### src/rtl/alu_stage.sv
// Registered ALU stage with a main + skid output buffer, so in_ready depends only on registered state.
// Results travel together with their zf/nf/cf/vf flags as one packed beat.
module alu_stage #(
    parameter int WIDTH = 4
) (
    input  logic             clk,
    input  logic             rst,
    input  logic             in_valid,
    output logic             in_ready,
    input  logic [WIDTH-1:0] a,
    input  logic [WIDTH-1:0] b,
    input  logic [2:0]       op,
    output logic             out_valid,
    input  logic             out_ready,
    output logic [WIDTH-1:0] y,
    output logic             zf,
    output logic             nf,
    output logic             cf,
    output logic             vf
);

    localparam int RW = WIDTH + 4;

    typedef enum logic [1:0] {
        S_EMPTY = 2'd0,
        S_ONE   = 2'd1,
        S_TWO   = 2'd2
    } state_t;

    // Beat layout: {y, zf, nf, cf, vf}
    function automatic logic [RW-1:0] alu_calc(
        input logic [2:0]       f_op,
        input logic [WIDTH-1:0] fa,
        input logic [WIDTH-1:0] fb
    );
        logic [WIDTH:0]   sum;
        logic [WIDTH-1:0] r;
        logic             c;
        logic             v;
        sum = {(WIDTH+1){1'b0}};
        r   = {WIDTH{1'b0}};
        c   = 1'b0;
        v   = 1'b0;
        case (f_op)
            3'b000: r = fa & fb;
            3'b001: r = fa | fb;
            3'b010: r = fa ^ fb;
            3'b011: r = ~fa;
            3'b100: begin
                sum = {1'b0, fa} + {1'b0, fb};
                r   = sum[WIDTH-1:0];
                c   = sum[WIDTH];
                v   = (fa[WIDTH-1] == fb[WIDTH-1]) && (r[WIDTH-1] != fa[WIDTH-1]);
            end
            3'b101: begin
                // Carry-out of a + ~b + 1: set means no borrow occurred.
                sum = {1'b0, fa} + {1'b0, ~fb} + {{WIDTH{1'b0}}, 1'b1};
                r   = sum[WIDTH-1:0];
                c   = sum[WIDTH];
                v   = (fa[WIDTH-1] != fb[WIDTH-1]) && (r[WIDTH-1] != fa[WIDTH-1]);
            end
            3'b110: r = {{(WIDTH-1){1'b0}}, &fa};
            default: r = {WIDTH{1'b0}};
        endcase
        return {r, (r == {WIDTH{1'b0}}), r[WIDTH-1], c, v};
    endfunction

    state_t         state_q, state_d;
    logic [RW-1:0]  main_q, main_d;
    logic [RW-1:0]  skid_q, skid_d;
    logic           in_ready_q, in_ready_d;
    logic           out_valid_q, out_valid_d;
    logic [RW-1:0]  result_s;
    logic           accept_s;
    logic           drain_s;

    assign result_s = alu_calc(op, a, b);
    assign accept_s = in_valid & in_ready_q;
    assign drain_s  = out_valid_q & out_ready;

    // Buffer next-state and data steering
    always_comb begin
        state_d = state_q;
        main_d  = main_q;
        skid_d  = skid_q;
        case (state_q)
            S_EMPTY: begin
                if (accept_s) begin
                    main_d  = result_s;
                    state_d = S_ONE;
                end else begin
                    state_d = S_EMPTY;
                end
            end
            S_ONE: begin
                if (accept_s && !drain_s) begin
                    skid_d  = result_s;
                    state_d = S_TWO;
                end else if (drain_s && !accept_s) begin
                    state_d = S_EMPTY;
                end else if (accept_s && drain_s) begin
                    main_d  = result_s;
                end else begin
                    state_d = S_ONE;
                end
            end
            S_TWO: begin
                if (drain_s) begin
                    main_d  = skid_q;
                    state_d = S_ONE;
                end else begin
                    state_d = S_TWO;
                end
            end
            default: state_d = S_EMPTY;
        endcase
        in_ready_d  = (state_d != S_TWO);
        out_valid_d = (state_d != S_EMPTY);
    end

    // State, buffer and handshake registers
    always_ff @(posedge clk) begin
        if (rst) begin
            state_q     <= S_EMPTY;
            main_q      <= {RW{1'b0}};
            skid_q      <= {RW{1'b0}};
            in_ready_q  <= 1'b1;
            out_valid_q <= 1'b0;
        end else begin
            state_q     <= state_d;
            main_q      <= main_d;
            skid_q      <= skid_d;
            in_ready_q  <= in_ready_d;
            out_valid_q <= out_valid_d;
        end
    end

    assign in_ready  = in_ready_q;
    assign out_valid = out_valid_q;
    assign y         = main_q[RW-1:4];
    assign zf        = main_q[3];
    assign nf        = main_q[2];
    assign cf        = main_q[1];
    assign vf        = main_q[0];

endmodule
### config.mk
export PLATFORM = sky130hd
export DESIGN_NAME = alu_stage
export DESIGN_NICKNAME = d
export VERILOG_FILES = /design/src/rtl/alu_stage.sv
export SDC_FILE = /design/constraint.sdc
export NUM_CORES = 1
export LEC_CHECK = 0
export CORE_MARGIN = 3
export CORE_UTILIZATION = 40
export CTS_CLUSTER_DIAMETER = 150
export CTS_CLUSTER_SIZE = 40
export DETAILED_ROUTE_END_ITERATION = 12
export GPL_TIMING_DRIVEN = 0
export HOLD_SLACK_MARGIN = 0.12
export PLACE_DENSITY = 0.76
export SLEW_MARGIN = 20
export SYNTH_ARGS = -nofsm -noshare
export SYNTH_HDL_FRONTEND = slang
export SYNTH_SLANG_ARGS = --single-unit
### constraint.sdc
create_clock -name clk -period 2.4 [get_ports clk]
set_input_delay 0.72 -clock clk [delete_from_list [all_inputs] [get_ports clk]]
set_output_delay 0.72 -clock clk [all_outputs]
set_load 0.1 [all_outputs]
==> metrics.csv <==
stage,metric,value,unit
outcome,status,"finished, final reports clean",
yosys,yosys warns,0,
worst_setup_path,worst reg-to-reg path cell count,4,
cts,H-tree depth,1,
cts,clk buf depth,2,
power_and_ir_drop,Pint,0.000539,W
drt,wire per inst,13.9,um
sta,Final period util,98.0,%
yosys,Post-synth EDFFs,0,
global_route,pin count of the biggest net entering global routing,11,
power_and_ir_drop,Comb power frac,48.9,%
yosys,register bit count reported by yosys,18,
drt,WL final,3330,um
power_and_ir_drop,Static Leak,0.810,nW
hold_path,hold crit path type,reg -> reg,
cells_and_area,layout cells sized above 1,21.9,%
die,Initial Utilization,43.0,%
drt,Post-route DRC,0,
power_and_ir_drop,worst IR drop on VDD,351,uV
cells_and_area,Reg area,360,um^2
cells_and_area,Multi-input gate area,1020,um^2
placement,Placed Instances,232,
cells_and_area,P&R area growth vs syn,32.5,%
drt,vias per inst,5.46,
yosys,Area contributors post-synth,"dfxtp_1, ha_1, nor2_1, nand2_1, a21oi_1",
placement,GP Congestion,0.871,
cts,CTS tree,yes,
yosys,most frequent cell after synthesis,nor2_1,
worst_setup_path,Worst setup SP type,input pin,
yosys,count of different cell masters after synthesis,45,
cells_and_area,Final Cell Area,1780,um^2
sta,Final Skew,1.41,ps
die,placeable core region,3130,um^2
die,io pins,25,
yosys,"Async S/R FF share, synth",0,%
drt,Initial DRC Count,58,
cts,Root Buffer,clkbuf_4,
cells_and_area,Fill cells,268,
sta,Final Hold Fails,0,
worst_setup_path,CP max stage cell,fa_2,
worst_setup_path,CP Class,in -> reg,
placement,placed cell areas,1640,um^2
yosys,"Cell Area, Synth",1340,um^2
sta,number of setup violations in the final report,0,
power_and_ir_drop,sw frac,43.9,%
cts,CTS Buf Count,3,
worst_setup_path,CP Data Arrival Time,2580,ps
yosys,"Seq/Total Area, Yosys",26.8,%
global_route,vias in the first global route,1253,
cells_and_area,Ant. Diodes,0,
power_and_ir_drop,Flop pwr share,36.1,%
die,FP Rows,20,
power_and_ir_drop,Pwr Total,0.000961,W
worst_setup_path,CP startpoint,a[0],
placement,HPWL Detailed,2440,um
worst_setup_path,crit end category,flop,
yosys,Synth Instances,164,
die,Die Area,4090,um^2
global_route,gr usage total,16.3,%
yosys,Synth top area share,26.8,%
power_and_ir_drop,Clk pwr share,15.0,%
worst_setup_path,worst r2r src,state_q[1],
yosys,syn_area_per_cell,8.19,um^2
yosys,Synth area leader,dfxtp_1,
global_route,global-route wire length before repair,5450,um
yosys,Synth top cells by count,"nor2_1, dfxtp_1, nand2_1, inv_1, ha_1",
drt,TritonRoute pass-1 iters,6,
worst_setup_path,R2R Setup Slk,750,ps
cts,CTS Sinks,18,
power_and_ir_drop,Psw,0.000422,W
yosys,Syn Nets,193,
sta,Max Clock Freq,425,MHz
sta,Tmin final,2350,ps
sta,Worst-Margin Slew,968,ps
yosys,main flop type after synthesis,dfxtp_1,
cells_and_area,post-layout net count,227,
cts,Worst-path clk slew,90,ps
cells_and_area,"Cell Count, Final, Fillers Out",240,
worst_setup_path,crit-path cells,buf_2 -> inv_1 -> ha_2 -> fa_2 -> nor2b_1 -> a21oi_1 -> o211ai_1 -> buf_4 -> buf_4 -> nor2_4 -> a32oi_2 -> a21oi_1,
drt,Final ANT Viol Nets,0,
sta,Fin Hold WS,484,ps
placement,IO buf count,24,
hold_path,number of cells on the worst hold path,2,
global_route,gr ovfl total,0,
power_and_ir_drop,cell area power density,540,nW/um^2
die,die span in y,64.0,um
flow_run,Max-cap violations,0,
worst_setup_path,CP max FO,4,
sta,max_slew headroom,35.7,%
worst_setup_path,Worst Path Required,2630,ps
worst_setup_path,"slowest stage delay, CP",510,ps
sta,"Slew Viols, Final",0,
cts,Skew-Pair Late Insertion Delay,290,ps
die,Die Wd,64.0,um
hold_path,hold_sp,skid_q[6],
drt,via count,1310,
global_route,initial antenna violation count,0,
## timing repair
item | in CTS | in global routing
hold buffers | 0 | 0
setup buffers | 2 | 3
resized for setup | 40 | 23
endpoints found under the setup margin | 22 | 10
pin swaps | 10 | 3
## power by group through the flow
stage          combinational (W)  sequential [W]  clock [W]
6_report                0.000470        0.000347   0.000144
5_1_grt                 0.000502        0.000352   0.000165
4_1_cts                 0.000441        0.000347   0.000149
3_5_place_dp            0.000437        0.000355          0
3_3_place_gp            0.000429        0.000353          0
2_1_floorplan           0.000187        0.000488          0
## through the flow
stage / util (%) / setup slack (ps) / TNS (ps)
after global placement: 52.4 / -745 / -7210
after global routing: 56.9 / -4.49 / -4.49
after detailed placement: 52.4 / -841 / -8020
after CTS: 55.2 / -27.4 / -27.4
final: 56.9 / 47.4 / 0
after floorplan: - / 93.8 / 0
## routing by layer
| metal | routed length (um) | track usage (%) | vias up |
|---|---|---|---|
| li1 | - | - | 659 |
| met1 | 1480 | 20.7 | 613 |
| met2 | 1680 | 26.8 | 38 |
| met3 | 167 | 4.39 | 0 |
| met4 | 0 | 4.58 | 0 |
| met5 | 0 | 0 | - |
## layout make-up
| class | count | area share [%] |
|---|---|---|
| multi-input cells | 128 | 57.2 |
| clock buffers | 3 | 1.26 |
| repair buffers | 29 | 13.7 |
| flip-flops and latches | 18 | 20.2 |
| well taps | 44 | 3.09 |
| inverters | 13 | 2.74 |
| plain buffers | 5 | 1.76 |
## worst max-delay path, delay by kind of cell
family	cells	cell delay [ps]
and+or+nand+nor	2	130
adders and majority gates	2	710
buffers and inverters	4	500
AOI/OAI and AO/OA	4	520
## sequential cells by signal, summed over array words and instances (netlist names)
register,cells
main_q,7
out_valid,1
skid_q,7
state_q,2
in_ready,1
## placed cells by master (no fill, tap or decap), types with 4 or more instances in the layout
master | synthesis | layout
o211ai_1 | 6 | 6
mux2i_1 | 4 | 4
buf_4 | 1 | 7
dfxtp_1 | 18 | 18
nor2b_1 | 5 | 5
inv_1 | 13 | 10
o21ai_0 | 5 | 5
dlygate4sd2_1 | 0 | 13
ha_1 | 12 | 7
nor3_1 | 4 | 4
nand2_1 | 14 | 14
nor2_1 | 20 | 19
a21oi_1 | 10 | 9
clkbuf_4 | 0 | 4
## worst paths after layout
| kind | endpoint |
|---|---|
| worst max-delay path | main_q[3] |
| worst min register to register | main_q[6] |
| worst max register to register | main_q[3] |
| worst min-delay path | main_q[6] |
## logic make-up (layout without fill, tap and decap cells)
family,count (synthesis),in the layout,share of synthesized area (%)
flops,18,18,26.8
mux,7,7,5.49
simple gates,61,61,22.5
xor+xnor,1,1,0.652
buf+inv,18,50,5.49
fa+ha+maj,14,14,14.2
compound gates,45,45,24.9
No activity file was read; power rests on OpenSTA's default activity.
